## src/rtl/counter_enable_gen.sv

```systemverilog
// Run/stop/single-step enable generator: debounced push buttons drive a small FSM
// that emits one-cycle count-enable pulses at a latched divide rate or one at a time.
module counter_enable_gen #(
    parameter int DB_CYCLES = 3,
    parameter int DIV_W     = 8
) (
    input  logic             Clk,
    input  logic             rst,
    input  logic             start_btn,
    input  logic             stop_btn,
    input  logic             step_btn,
    input  logic [DIV_W-1:0] div,
    output logic             en,
    output logic             running
);

    localparam int DBC_W = (DB_CYCLES > 1) ? $clog2(DB_CYCLES) : 1;
    localparam logic [DBC_W-1:0] DB_LAST = DBC_W'(DB_CYCLES - 1);

    localparam int P_START = 0;
    localparam int P_STOP  = 1;
    localparam int P_STEP  = 2;

    typedef enum logic [1:0] {
        S_IDLE = 2'd0,
        S_RUN  = 2'd1,
        S_STEP = 2'd2
    } state_t;

    logic [2:0] w_btn_raw;
    logic [2:0] w_press;

    assign w_btn_raw = {step_btn, stop_btn, start_btn};

    genvar gi;
    generate
        for (gi = 0; gi < 3; gi++) begin : g_btn
            logic             r_s1;
            logic             r_s2;
            logic             r_db;
            logic             r_db_d;
            logic             r_press;
            logic [DBC_W-1:0] r_db_cnt;

            // Level only follows s2 after it has disagreed for DB_CYCLES straight cycles.
            always_ff @(posedge Clk or negedge rst) begin
                if (!rst) begin
                    r_s1     <= 1'b0;
                    r_s2     <= 1'b0;
                    r_db     <= 1'b0;
                    r_db_d   <= 1'b0;
                    r_press  <= 1'b0;
                    r_db_cnt <= '0;
                end else begin
                    r_s1    <= w_btn_raw[gi];
                    r_s2    <= r_s1;
                    r_db_d  <= r_db;
                    r_press <= r_db & ~r_db_d;
                    if (r_s2 == r_db) begin
                        r_db_cnt <= '0;
                    end else if (r_db_cnt == DB_LAST) begin
                        r_db     <= r_s2;
                        r_db_cnt <= '0;
                    end else begin
                        r_db_cnt <= r_db_cnt + 1'b1;
                    end
                end
            end

            assign w_press[gi] = r_press;
        end
    endgenerate

    state_t           r_state;
    state_t           w_state_next;
    logic [DIV_W-1:0] r_cnt;
    logic [DIV_W-1:0] w_cnt_next;
    logic [DIV_W-1:0] r_div_l;
    logic [DIV_W-1:0] w_div_l_next;
    logic [DIV_W-1:0] w_div_eff;
    logic             r_en;
    logic             w_en_next;
    logic             r_running;

    assign w_div_eff = (div == '0) ? DIV_W'(1) : div;

    always_comb begin
        w_state_next = r_state;
        w_cnt_next   = r_cnt;
        w_div_l_next = r_div_l;
        w_en_next    = 1'b0;
        case (r_state)
            S_IDLE: begin
                if (w_press[P_STOP]) begin
                    w_state_next = S_IDLE;
                end else if (w_press[P_STEP]) begin
                    w_state_next = S_STEP;
                    w_en_next    = 1'b1;
                end else if (w_press[P_START]) begin
                    w_state_next = S_RUN;
                    w_cnt_next   = '0;
                    w_div_l_next = w_div_eff;
                end
            end
            S_RUN: begin
                // Stop beats a coinciding terminal count, so no trailing pulse.
                if (w_press[P_STOP]) begin
                    w_state_next = S_IDLE;
                    w_cnt_next   = '0;
                end else if (r_cnt == r_div_l - 1'b1) begin
                    w_cnt_next = '0;
                    w_en_next  = 1'b1;
                end else begin
                    w_cnt_next = r_cnt + 1'b1;
                end
            end
            S_STEP: begin
                w_state_next = S_IDLE;
            end
            default: begin
                w_state_next = S_IDLE;
                w_cnt_next   = '0;
            end
        endcase
    end

    always_ff @(posedge Clk or negedge rst) begin
        if (!rst) begin
            r_state   <= S_IDLE;
            r_cnt     <= '0;
            r_div_l   <= DIV_W'(1);
            r_en      <= 1'b0;
            r_running <= 1'b0;
        end else begin
            r_state   <= w_state_next;
            r_cnt     <= w_cnt_next;
            r_div_l   <= w_div_l_next;
            r_en      <= w_en_next;
            r_running <= (w_state_next == S_RUN);
        end
    end

    assign en      = r_en;
    assign running = r_running;

endmodule

```

## config.mk

```make
export PLATFORM = sky130hd
export DESIGN_NAME = counter_enable_gen
export DESIGN_NICKNAME = d
export VERILOG_FILES = /design/src/rtl/counter_enable_gen.sv
export SDC_FILE = /design/constraint.sdc
export NUM_CORES = 1
export LEC_CHECK = 0
export BUFFER_PORTS_ARGS = -buffer_cell sky130_fd_sc_hd__clkbuf_2
export CAP_MARGIN = 10
export CORE_AREA = 2 2 68 70
export DETAILED_ROUTE_END_ITERATION = 16
export DIE_AREA = 0 0 70 72
export GPL_TIMING_DRIVEN = 0
export HOLD_SLACK_MARGIN = 0.15
export PLACE_DENSITY = 0.61
export SLEW_MARGIN = 10
export SYNTH_ARGS = -nofsm -noshare
export SYNTH_HDL_FRONTEND = slang
export SYNTH_SLANG_ARGS = --single-unit
```

## constraint.sdc

```tcl
create_clock -name Clk -period 2.55 [get_ports Clk]
set_clock_uncertainty 0.2 [all_clocks]
set_input_delay 0.6375 -clock Clk [delete_from_list [all_inputs] [get_ports Clk]]
set_output_delay 0.6375 -clock Clk [all_outputs]
set_load 0.02 [all_outputs]
```

After elaboration in Yosys (flattened, before gate mapping)
Cells that the tools add are included.
- register bits after elaboration: 41
- logic and storage cells: 83
- add/subtract/negate cells: 5
- equality and inequality tests: 13
- muxes and demuxes: 23
- bitwise operators: 12
- reductions and logical operators: 7
- operators by type and width (operator ; number):
    $mux W8 ; 6
    $pmux W8 S3 ; 1
    $mux W2 ; 10
    $not A1 Y1 ; 9
    $add A8 B1 Y8 const B ; 1
    $eq A2 B2 Y1 const B ; 4
    $eq A8 B8 Y1 ; 1
    $logic_not A8 Y1 ; 1
    $reduce_and A4 Y1 ; 2
    $sub A8 B1 Y8 const B ; 1
    $add A2 B1 Y2 const B ; 3
    $ne A2 B2 Y1 const B ; 3
    $reduce_and A2 Y1 ; 3
    $eq A2 B1 Y1 const B ; 2
    $mux W1 ; 4
    $pmux W2 S2 ; 1
    $and A1 B1 Y1 ; 3
    $eq A1 B1 Y1 ; 3
    $logic_not A2 Y1 ; 1
    $pmux W1 S2 ; 1

Logic depth before layout (Yosys ltp)
Gate-level depths: netlist of run 1.
- depth in word-level cells: 5
- mapped depth: 7
- gate-level depth less buffers: 7

Least setup slack after synthesis of run 1
Ideal clock, no wire load.
- path type: register to register
- from: reg r_div_l[0]
- to: reg r_cnt[2]
- setup time: 0.133 ns
- arrival time: 2.009 ns
- data required time: 2.217 ns
- setup slack: 0.208 ns
- stages on the path, launching flop included: 8
- clock period less this slack: 2.342 ns
- cells stage by stage: dfstp_2 -> inv_1 -> ha_1 -> and2b_1 -> or3_1 -> a32o_1 -> nor4b_4 -> nor2_1
- word-level cells in the longest chain between the ends: 5
- RTL lines (what ; RTL line ; source):
    from (decl) ; 78 ; logic [DIV_W-1:0] r_div_l;
    from (signal assigned) ; 137 ; r_div_l <= w_div_l_next;
    $sub A8 B1 Y8 ; 110 ; end else if (r_cnt == r_div_l - 1'b1) begin
    $eq A8 B8 Y1 ; 110 ;
    $mux W8 ; 110 ;
    $mux W8 ; 107 ; if (w_press[P_STOP]) begin
    $pmux W8 S3 ; 92 ; case (r_state)
    to (signal assigned) ; 136 ; r_cnt <= w_cnt_next;
    to (decl) ; 76 ; logic [DIV_W-1:0] r_cnt;
No other way between the ends.
A chain may end at the register's enable or synchronous reset.

Worst setup path in the final report of run 1
- from: reg r_div_l[0]
- to: reg r_cnt[7]
The elaborated chain is that of the path after synthesis.

==> results of run 1 <==
-- sequential cells by signal (all words and copies together) (netlist names) --
register	count
g_btn.r_s2	3
r_cnt	8
g_btn.r_press	3
en	1
g_btn.r_db	3
r_div_l	8
g_btn.r_db_cnt	6
running	1
g_btn.r_db_d	3
r_state	2
g_btn.r_s1	3
-- worst paths after layout --
kind / from / to / slack (ps) / depth (start not counted)
max in group asynchronous: rst / r_div_l[7]$_DFFE_PN0P_ / 1260 / 1
hold / removal: g_btn[1].r_s1$_DFF_PN0_ / g_btn[1].r_s2$_DFF_PN0_ / 160 / 0
setup / recovery: r_div_l[0]$_DFFE_PN1P_ / r_cnt[7]$_DFFE_PN0P_ / 100 / 8
min in group asynchronous: rst / r_cnt[2]$_DFFE_PN0P_ / 290 / 1
setup reg to reg: r_div_l[0]$_DFFE_PN1P_ / r_cnt[7]$_DFFE_PN0P_ / 100 / 8
hold reg to reg: g_btn[1].r_s1$_DFF_PN0_ / g_btn[1].r_s2$_DFF_PN0_ / 160 / 0
-- routing by layer --
| layer | share of wire | up-vias | global-route usage |
|---|---|---|---|
| met1 | 0.46 | 585 | 0.167 |
| li1 | - | 575 | - |
| met2 | 0.50 | 21 | 0.249 |
| met3 | 0.038 | 5 | 0.0403 |
| met4 | 0.0095 | 0 | 0.0449 |
| met5 | 0 | - | 0 |
-- cells by family after synthesis --
kind of cell               Yosys count
DFF                                 41
xor gates and xnor gates            18
muxes                               11
and+or+nand+nor                     55
adders and majority gates            2
AOI/OAI and AO/OA                   19
buffers and inverters                3
-- worst max-delay path, delay by kind of cell (launching register included) --
kind                       cells  cell delay, ps
AOI/OAI and AO/OA              1             300
adders and majority gates      1             210
buffers and inverters          2             240
DFF                            1             550
and+or+nand+nor                4             840
-- cell type report --
type,count,share of cell area
Inverter,2,0.00359
Sequential cell,41,0.491
Buffer,1,0.00180
Tap cell,52,0.0311
Timing Repair Buffer,16,0.0407
Clock buffer,5,0.0329
Clock inverter,3,0.0102
Multi-Input combinational cell,105,0.388
-- per-stage QoR --
step	hold slack (ps)	instances	cell area, um^2
after floorplan	131	149	1850
after global placement	136	215	1980
after detailed placement	137	215	1980
after CTS	163	223	2070
after global routing	166	225	2090
final	159	225	2090
-- power groups by stage --
stage	sequential (mW)	combinational, mW	clock [mW]
floorplan	1.06	0.702	0
global placement	1.09	0.836	0
detailed placement	1.11	0.874	0
CTS	1.10	0.878	0.444
global route	1.13	0.987	0.477
finish	1.09	0.891	0.430
-- what timing repair did --
action | CTS | global route
gates resized for setup | 0 | 2
buffers inserted | 0 | 2
endpoints found under the setup margin | 0 | 7
-- cells in the mapped netlist, drive strengths merged, types with 2 or more instances --
master   number  share of area
o21a          2         0.0081
o2111ai       4          0.019
nand2         9          0.018
mux2         11          0.067
inv           2         0.0041
xnor2        17          0.081
nor2b        10          0.034
ha            2          0.014
a21oi         2         0.0054
nand3         2         0.0054
nor3          6          0.016
o21ai         3         0.0081
nor3b         3          0.012
dfrtp        40           0.54
and3          2         0.0068
or4           2          0.010
nor2         10          0.020
nor4b         2          0.021
==> results by group, run 1 <==
Critical path
  – Kind of critical path: reg -> reg
  – CP arrival: 2430 ps
  – Worst setup SP type: flip-flop
  – Delay of the slowest critical-path stage: 550 ps
  – CP max FO: 6
  – CP required: roughly 2500 ps
  – CP endpoint kind: flip-flop
  – Crit-path cells: inv_1, ha_2, and2b_1, or3_1, a32o_2, nor4b_4, buf_4, nor2_1
  – Slowest CP cell: dfstp_2

Timing
  – RSZ-0062 raised after global routing: no
  – Final Cycle Share: 0.962
  – Final setup viols: 0
  – Rel. slew slack: 0.351
  – Max Freq: a little over 400 MHz
  – Least-Margin Pin Slew: around 970 ps
  – Max-slew violations: 0
  – Setup TNS: 0 ps
  – Endpoints failing hold: 0
  – Fin crit period: ~2500 ps
  – Setup WS post-layout: slightly below 100 ps

Cells and area
  – Nets: 187
  – Register area: a little over 0.001 mm^2
  – Final core utilization: 0.490
  – FILL cells: 390
  – Area delta synth->final: 13.2%
  – Commonest non-fill, non-tap cell in the layout: dfrtp_1
  – Layout cells sized above 1: 0.254
  – Multi-input logic area: 812 um^2
  – Diodes inserted: 0
  – Commonest non-fill, non-tap cells in the layout: dfrtp_1 (40), xnor2_1 (17), clkbuf_2 (14)

Place
  – Post-Place Setup Slack: 23.2 ps
  – Hpwl dp: about 2400 um
  – I/O Buffers: 14
  – Gp weighted congestion: ~0.80

Clocking
  – Clock buffer count from CTS: 5
  – Maximum clock path buffer count: 2
  – CTS tree: yes
  – CTS H-tree lvls: 2
  – Clk Latency, worst-skew pair: ~290 ps
  – Clock Sinks: 41
  – Hold Buf Count CTS: 0
  – CTS Root Cell: clkbuf_8
  – Reg clk slew, reported paths: about 80 ps

Synthesis
  – Mapped cell area: between 0.0015 and 0.002 mm^2
  – Mux cell area share after synthesis: 0.0671
  – Average size of a mapped cell: 12.4 um^2
  – Post-synthesis sequential area ratio: 0.556
  – Area share of fa/ha/maj cells after synthesis: 0.0136
  – Synth Area in XOR/XNOR: 0.0854
  – Largest family of logic cells by synthesized area: simple AND/OR/NAND/NOR gates
  – Synth Area in Compound Gates: 0.0793
  – Asr flop ratio synth: 1.00
  – Syn_nets: between 150 and 200
  – Yosys warning total: 0
  – Most used flip-flop cell after synthesis: dfrtp_1
  – Library cells used by synthesis: 40
  – Mapped Cells: around 150
  – EDFF count, synth: 0
  – Post-synthesis simple-gate area fraction: 0.192
  – Seq cells post-synth: 41

Detailed routing
  – First-pass DRT Iterations: 4
  – Routed via count: around 1200
  – Vias per inst: ~5.3
  – Starting DRT DRC Count: 39
  – ANT nets after route: 0
  – Post-Route WL: between 3000 and 4000 um
  – DR WL/cell: about 14 um
  – Residual DRC: 0

GRT
  – Grt ovf: 0
  – Vias in the first global route: around 1200
  – Largest net degree at the start of global routing: 42
  – GRT Overall Usage: 0.141
  – First-pass GRT wire length: between 5000 and 6000 um
  – Initial antenna violation count: 0

Power
  – NetSw: ~0.9 mW
  – Comb pwr share: 0.369
  – Worst vdd ir: between 0.0005 and 0.0006 V
  – Net Sw Frac: 0.362
  – Leakage dissipation: around 0.90 nW
  – Pwr dens: 1150 mW/mm^2
  – Sequential Power Share: 0.452
  – Internal: ~1.5 mW
  – Overall Power: 2.41 mW
  – Clock power share: 0.178

Floorplan
  – Initial Utilization: 0.433
  – Die W: 70 um
  – Die area: approximately 0.0050 mm^2
  – Boundary Pins: 15
  – # rows: 24
  – Die Ht: 72 um
  – Core Area: 0.00426 mm^2

Hold path
  – Hold Path Class: reg -> reg

Job
  – Number of max-cap violations: 0

Status
  – Outcome: complete, no violations
No activity file was read; power rests on OpenSTA's default activity.
==> inputs of run 2 (changes only) <==
Settings changed: CELL_PAD_IN_SITES_DETAIL_PLACEMENT set to 0, CELL_PAD_IN_SITES_GLOBAL_PLACEMENT set to 1, PLACE_DENSITY 0.61 to 0.71, RECOVER_POWER set to 25.
==> run 2 against run 1 <==
Global-route usage fell by 0.12 points. Total power is 4.4% higher. Setup slack worse by 9.5 ps. Non-clock buffer count stayed put. Sequential power barely moved.
==> results by group, run 2 (same netlist as run 1, synthesis figures left out) <==
Cells and area
  – Largest regs: r_cnt: 8 flops, r_div_l: 8 flops, g_btn.r_db_cnt: 6 flops
  – Diodes inserted: 0
  – Commonest non-fill, non-tap cell in the layout: dfrtp_1
  – Area delta synth->final: 14.8%
  – Commonest non-fill, non-tap cells in the layout: dfrtp_1 (40), xnor2_1 (17), clkbuf_2 (14)
  – Finished Cell Area: 0.00212 mm^2
  – Nets: roughly 190
  – Layout cells sized above 1: 0.260

Job
  – Number of max-cap violations: 0

Critical path
  – R2r setup slk: 90 ps
  – Worst setup SP type: flip-flop
  – R2r endpoint: r_cnt[7]$_DFFE_PN0P_
  – CP arrival: ~2400 ps
  – Top cell family by delay on the critical path: simple AND/OR/NAND/NOR gates
  – Crit-path cells: inv_1, ha_2, and2b_1, or3_4, a32o_2, nor4b_4, buf_4, nor2_1
  – Reg2reg start: r_div_l[0]$_DFFE_PN1P_
  – Reg2Reg Depth: 8
  – Kind of critical path: reg -> reg
  – Slowest CP cell: dfstp_2
  – Delay of the slowest critical-path stage: ~550 ps
  – CP required: roughly 2500 ps
  – CP max FO: 6
  – Worst path buffer plus inverter count: 2
  – CP endpoint kind: flip-flop

Power
  – Net Sw Frac: 0.345
  – Overall Power: about 2.5 mW
  – Leakage dissipation: 0.904 nW
  – NetSw: 0.870 mW
  – Pwr dens: approximately 1200 mW/mm^2
  – Sequential Power Share: 0.436
  – Clock power share: 0.204
  – Internal: 1.65 mW
  – Comb pwr share: 0.360
  – Worst vdd ir: 0.000567 V

Timing
  – WHS: between 150 and 200 ps
  – Final Cycle Share: 0.965
  – Rel. slew slack: 0.359
  – Least-Margin Pin Slew: 962 ps
  – Setup WS post-layout: 88.2 ps
  – Max Freq: 406 MHz
  – Endpoints failing hold: 0
  – Final setup viols: 0
  – RSZ-0062 raised after global routing: no
  – Max-slew violations: 0
  – Fin crit period: around 2500 ps

Detailed routing
  – Routed via count: 1202
  – Post-Route WL: approximately 3200 um
  – ANT nets after route: 0
  – DR WL/cell: between 10 and 15 um
  – Vias per inst: 5.34
  – Starting DRT DRC Count: 56
  – First-pass DRT Iterations: 4
  – Residual DRC: 0

Clocking
  – CTS Root Cell: clkbuf_8
  – Clk Latency, worst-skew pair: roughly 290 ps
  – Hold Buf Count CTS: 0
  – CTS tree: yes
  – Reg clk slew, reported paths: around 80 ps
  – Maximum clock path buffer count: 2
  – Clock Sinks: 41
  – Clock buffer count from CTS: 5
  – CTS H-tree lvls: 2

Floorplan
  – Die Ht: slightly above 70 um
  – Initial Utilization: 0.433
  – # rows: 24
  – Die W: roughly 70 um
  – Die area: approximately 0.0050 mm^2
  – Boundary Pins: 15
  – Core Area: ~0.0043 mm^2

Hold path
  – Hold EP: g_btn[0].r_s2$_DFF_PN0_
  – Hold Crit Start: g_btn[0].r_s1$_DFF_PN0_
  – Hold Path Class: reg -> reg
  – WHS Path Cells: 0

Place
  – Placed cell areas: between 0.0015 and 0.002 mm^2
  – Gp weighted congestion: 0.823
  – I/O Buffers: 14
  – Hpwl dp: about 2400 um
  – Post-Place Setup Slack: -25.7 ps

GRT
  – Initial antenna violation count: 0
  – First-pass GRT wire length: ~5500 um
  – Largest net degree at the start of global routing: between 40 and 50
  – GRT Overall Usage: 0.140
  – Grt ovf: 0
  – Vias in the first global route: 1293

Status
  – Outcome: complete, no violations
==> run 2: power groups by stage <==
stage | Combinational, mW | Clock [mW] | Sequential (mW)
after floorplan | 0.702 | 0 | 1.06
after global placement | 0.838 | 0 | 1.10
after detailed placement | 0.873 | 0 | 1.12
after CTS | 0.885 | 0.530 | 1.11
after global routing | 0.994 | 0.557 | 1.14
final | 0.907 | 0.515 | 1.10
==> run 2: timing repair <==
item                                    in CTS  in global routing
endpoints found under the setup margin       6                  6
hold endpoints to repair                     0                  0
buffers inserted                             1                  1
gates resized for setup                      1                  2
gates cloned                                 0                  0
pin swaps                                    1                  0
==> run 2: metrics by stage <==
stage                     instances   util  TNS, ps
final                           225  0.497        0
after global routing            225  0.497        0
after CTS                       224  0.494        0
after detailed placement        215  0.465     -135
after global placement          215  0.465        0
after floorplan                 149      -        0
==> run 2: area by class of cell <==
class                      count  area [um^2]
clock buffer                   5         68.8
multi-input combinational    105          817
tap                           52         65.1
fill                         390         2140
clock inverter                 3         46.3
buffer                         1         3.75
inverter                       2         7.51
sequential                    41         1030
timing repair buffer          16         85.1
==> run 2: metal layers <==
| layer | vias to the layer above | global-route usage | wire, um |
|---|---|---|---|
| li1 | 577 | - | - |
| met1 | 603 | 0.158 | 1390 |
| met2 | 18 | 0.250 | 1680 |
| met3 | 4 | 0.0389 | 94 |
| met4 | 0 | 0.0598 | 33 |
| met5 | - | 0 | 0 |
==> run 2: worst max-delay path by stage <==
stage / from / cells past startpoint / to / slack (ps)
global route: r_div_l[0]$_DFFE_PN1P_ / 8 / r_cnt[6]$_DFFE_PN0P_ / 10
finish: r_div_l[0]$_DFFE_PN1P_ / 8 / r_cnt[7]$_DFFE_PN0P_ / 90
detailed placement: r_div_l[0]$_DFFE_PN1P_ / 7 / r_cnt[7]$_DFFE_PN0P_ / -30
global placement: r_div_l[0]$_DFFE_PN1P_ / 7 / r_cnt[2]$_DFFE_PN0P_ / 30
CTS: r_div_l[0]$_DFFE_PN1P_ / 8 / r_cnt[7]$_DFFE_PN0P_ / 40
floorplan: r_div_l[0]$_DFFE_PN1P_ / 7 / r_cnt[2]$_DFFE_PN0P_ / 210
==> inputs of run 3 (changes only) <==
Settings changed: REMOVE_ABC_BUFFERS set to 1.
==> run 3 against run 2 <==
Final area fell by 0.53%. Die area did not move. Largest cell class unchanged. Setup slack improved by 12 ps. Clock-buffer cell count did not move. Global-route usage barely moved.
==> results by group, run 3 (same netlist as run 1, synthesis figures left out) <==
Critical path
  – Reg2Reg Depth: 8
  – R2r setup slk: roughly 100 ps
  – CP required: ~2500 ps
  – Critical path origin: r_div_l[0]$_DFFE_PN1P_
  – CP arrival: 2440 ps
  – CP endpoint kind: flip-flop
  – Worst setup SP type: flip-flop
  – Reg2reg start: r_div_l[0]$_DFFE_PN1P_
  – CP max FO: 6
  – Kind of critical path: reg -> reg
  – R2r endpoint: r_cnt[3]$_DFFE_PN0P_

Cells and area
  – Commonest non-fill, non-tap cells in the layout: dfrtp_1 (40), xnor2_1 (17), clkbuf_2 (14)
  – Largest regs: r_cnt: 8 flops, r_div_l: 8 flops, g_btn.r_db_cnt: 6 flops
  – Commonest non-fill, non-tap cell in the layout: dfrtp_1
  – Nets: 186
  – Layout Cells excl Fill: 224
  – Diodes inserted: 0
  – Area delta synth->final: 14.2%
  – Layout cells sized above 1: 0.256

Floorplan
  – Die W: 70 um
  – Core Area: 0.00426 mm^2
  – Die area: 0.00504 mm^2
  – # rows: 24
  – Die Ht: around 70 um
  – Initial Utilization: 0.433
  – Boundary Pins: 15

Timing
  – Least-Margin Pin Slew: ~970 ps
  – Final Cycle Share: 0.961
  – Max-slew violations: 0
  – RSZ-0062 raised after global routing: no
  – Endpoints failing hold: 0
  – WHS: between 150 and 200 ps
  – Fin crit period: 2450 ps
  – Max Freq: between 400 and 500 MHz
  – Rel. slew slack: 0.355
  – Final setup viols: 0

Clocking
  – CTS Root Cell: clkbuf_8
  – CTS tree: yes
  – Maximum clock path buffer count: 2
  – Reg clk slew, reported paths: ~80 ps
  – Clock Sinks: slightly above 40
  – Clock buffer count from CTS: 5
  – Hold Buf Count CTS: 0
  – Clk Latency, worst-skew pair: roughly 290 ps
  – CTS H-tree lvls: 2

GRT
  – Initial antenna violation count: 0
  – First-pass GRT wire length: approximately 5500 um
  – Largest net degree at the start of global routing: 42
  – GRT Overall Usage: 0.139
  – Vias in the first global route: around 1200
  – Grt ovf: 0

Status
  – Outcome: complete, no violations

Hold path
  – WHS Path Cells: 0
  – Hold Crit Start: g_btn[2].r_s1$_DFF_PN0_
  – Hold EP: g_btn[2].r_s2$_DFF_PN0_
  – Hold Path Class: reg -> reg

Place
  – DP Cell Count: between 200 and 250
  – Gp weighted congestion: roughly 0.83
  – Hpwl dp: ~2400 um
  – I/O Buffers: 14

Detailed routing
  – First-pass DRT Iterations: 2
  – Post-Route WL: approximately 3200 um
  – ANT nets after route: 0
  – Routed via count: approximately 1200
  – Residual DRC: 0
  – Vias per inst: roughly 5.3
  – DR WL/cell: roughly 14 um
  – Starting DRT DRC Count: 36

Power
  – Leakage dissipation: 0.908 nW
  – Worst vdd ir: 0.000474 V
  – Pwr dens: ~1200 mW/mm^2

Job
  – Number of max-cap violations: 0
run 3: worst max-delay path by stage:
stage | endpoint | slack [ps] | depth (start not counted)
after global routing | r_cnt[4]$_DFFE_PN0P_ | 10 | 8
after CTS | r_cnt[3]$_DFFE_PN0P_ | 50 | 8
final | r_cnt[3]$_DFFE_PN0P_ | 100 | 8
after floorplan | r_cnt[2]$_DFFE_PN0P_ | 210 | 7
after global placement | r_cnt[7]$_DFFE_PN0P_ | 30 | 7
after detailed placement | r_cnt[3]$_DFFE_PN0P_ | -3 | 7
run 3: per-layer routing:
layer  up-vias  part of all wire  track usage
met5         -                 0            0
met4         0             0.015       0.0641
met3         5             0.032       0.0403
met2        17              0.51        0.233
met1       594              0.44        0.169
li1        571                 -            -
run 3: what timing repair did:
item	in CTS	in global routing
resized for setup	1	1
setup endpoints to repair	6	6
pin swaps	1	0
cloned	0	0
buffers inserted	1	1
run 3: layout make-up:
cell class                 count  area, um^2
tap                           52        65.1
timing repair buffer          16        85.1
clock inverter                 3        43.8
clock buffer                   5        68.8
sequential                    41        1030
fill                         389        2150
inverter                       2        7.51
multi-input combinational    105         812
run 3: through the flow:
stage	total power, mW	instance area [um^2]	utilization	setup slack, ps	setup TNS (ps)
6_report	2.50	2110	0.495	99.8	0
5_1_grt	2.67	2110	0.495	13.9	0
4_1_cts	2.51	2100	0.493	45.2	0
3_5_place_dp	1.98	1980	0.464	-3.13	-3.60
3_3_place_gp	1.93	1980	0.464	25.3	0
2_1_floorplan	1.76	1840	-	208	0
run 3: power by group:
group          internal, mW  switching, mW  total [mW]
clock                 0.293          0.227       0.520
combinational         0.455          0.414       0.869
sequential            0.887          0.224        1.11
total                  1.63          0.865        2.50
run 3: worst max-delay path, stage by stage, from the launching register on:
cell and delay [ps]:
dfstp_2 540, inv_1 50, ha_2 210, and2b_1 170
or3_1 370, a32o_2 300, nor4b_4 260, buf_4 180
nor2_1 50
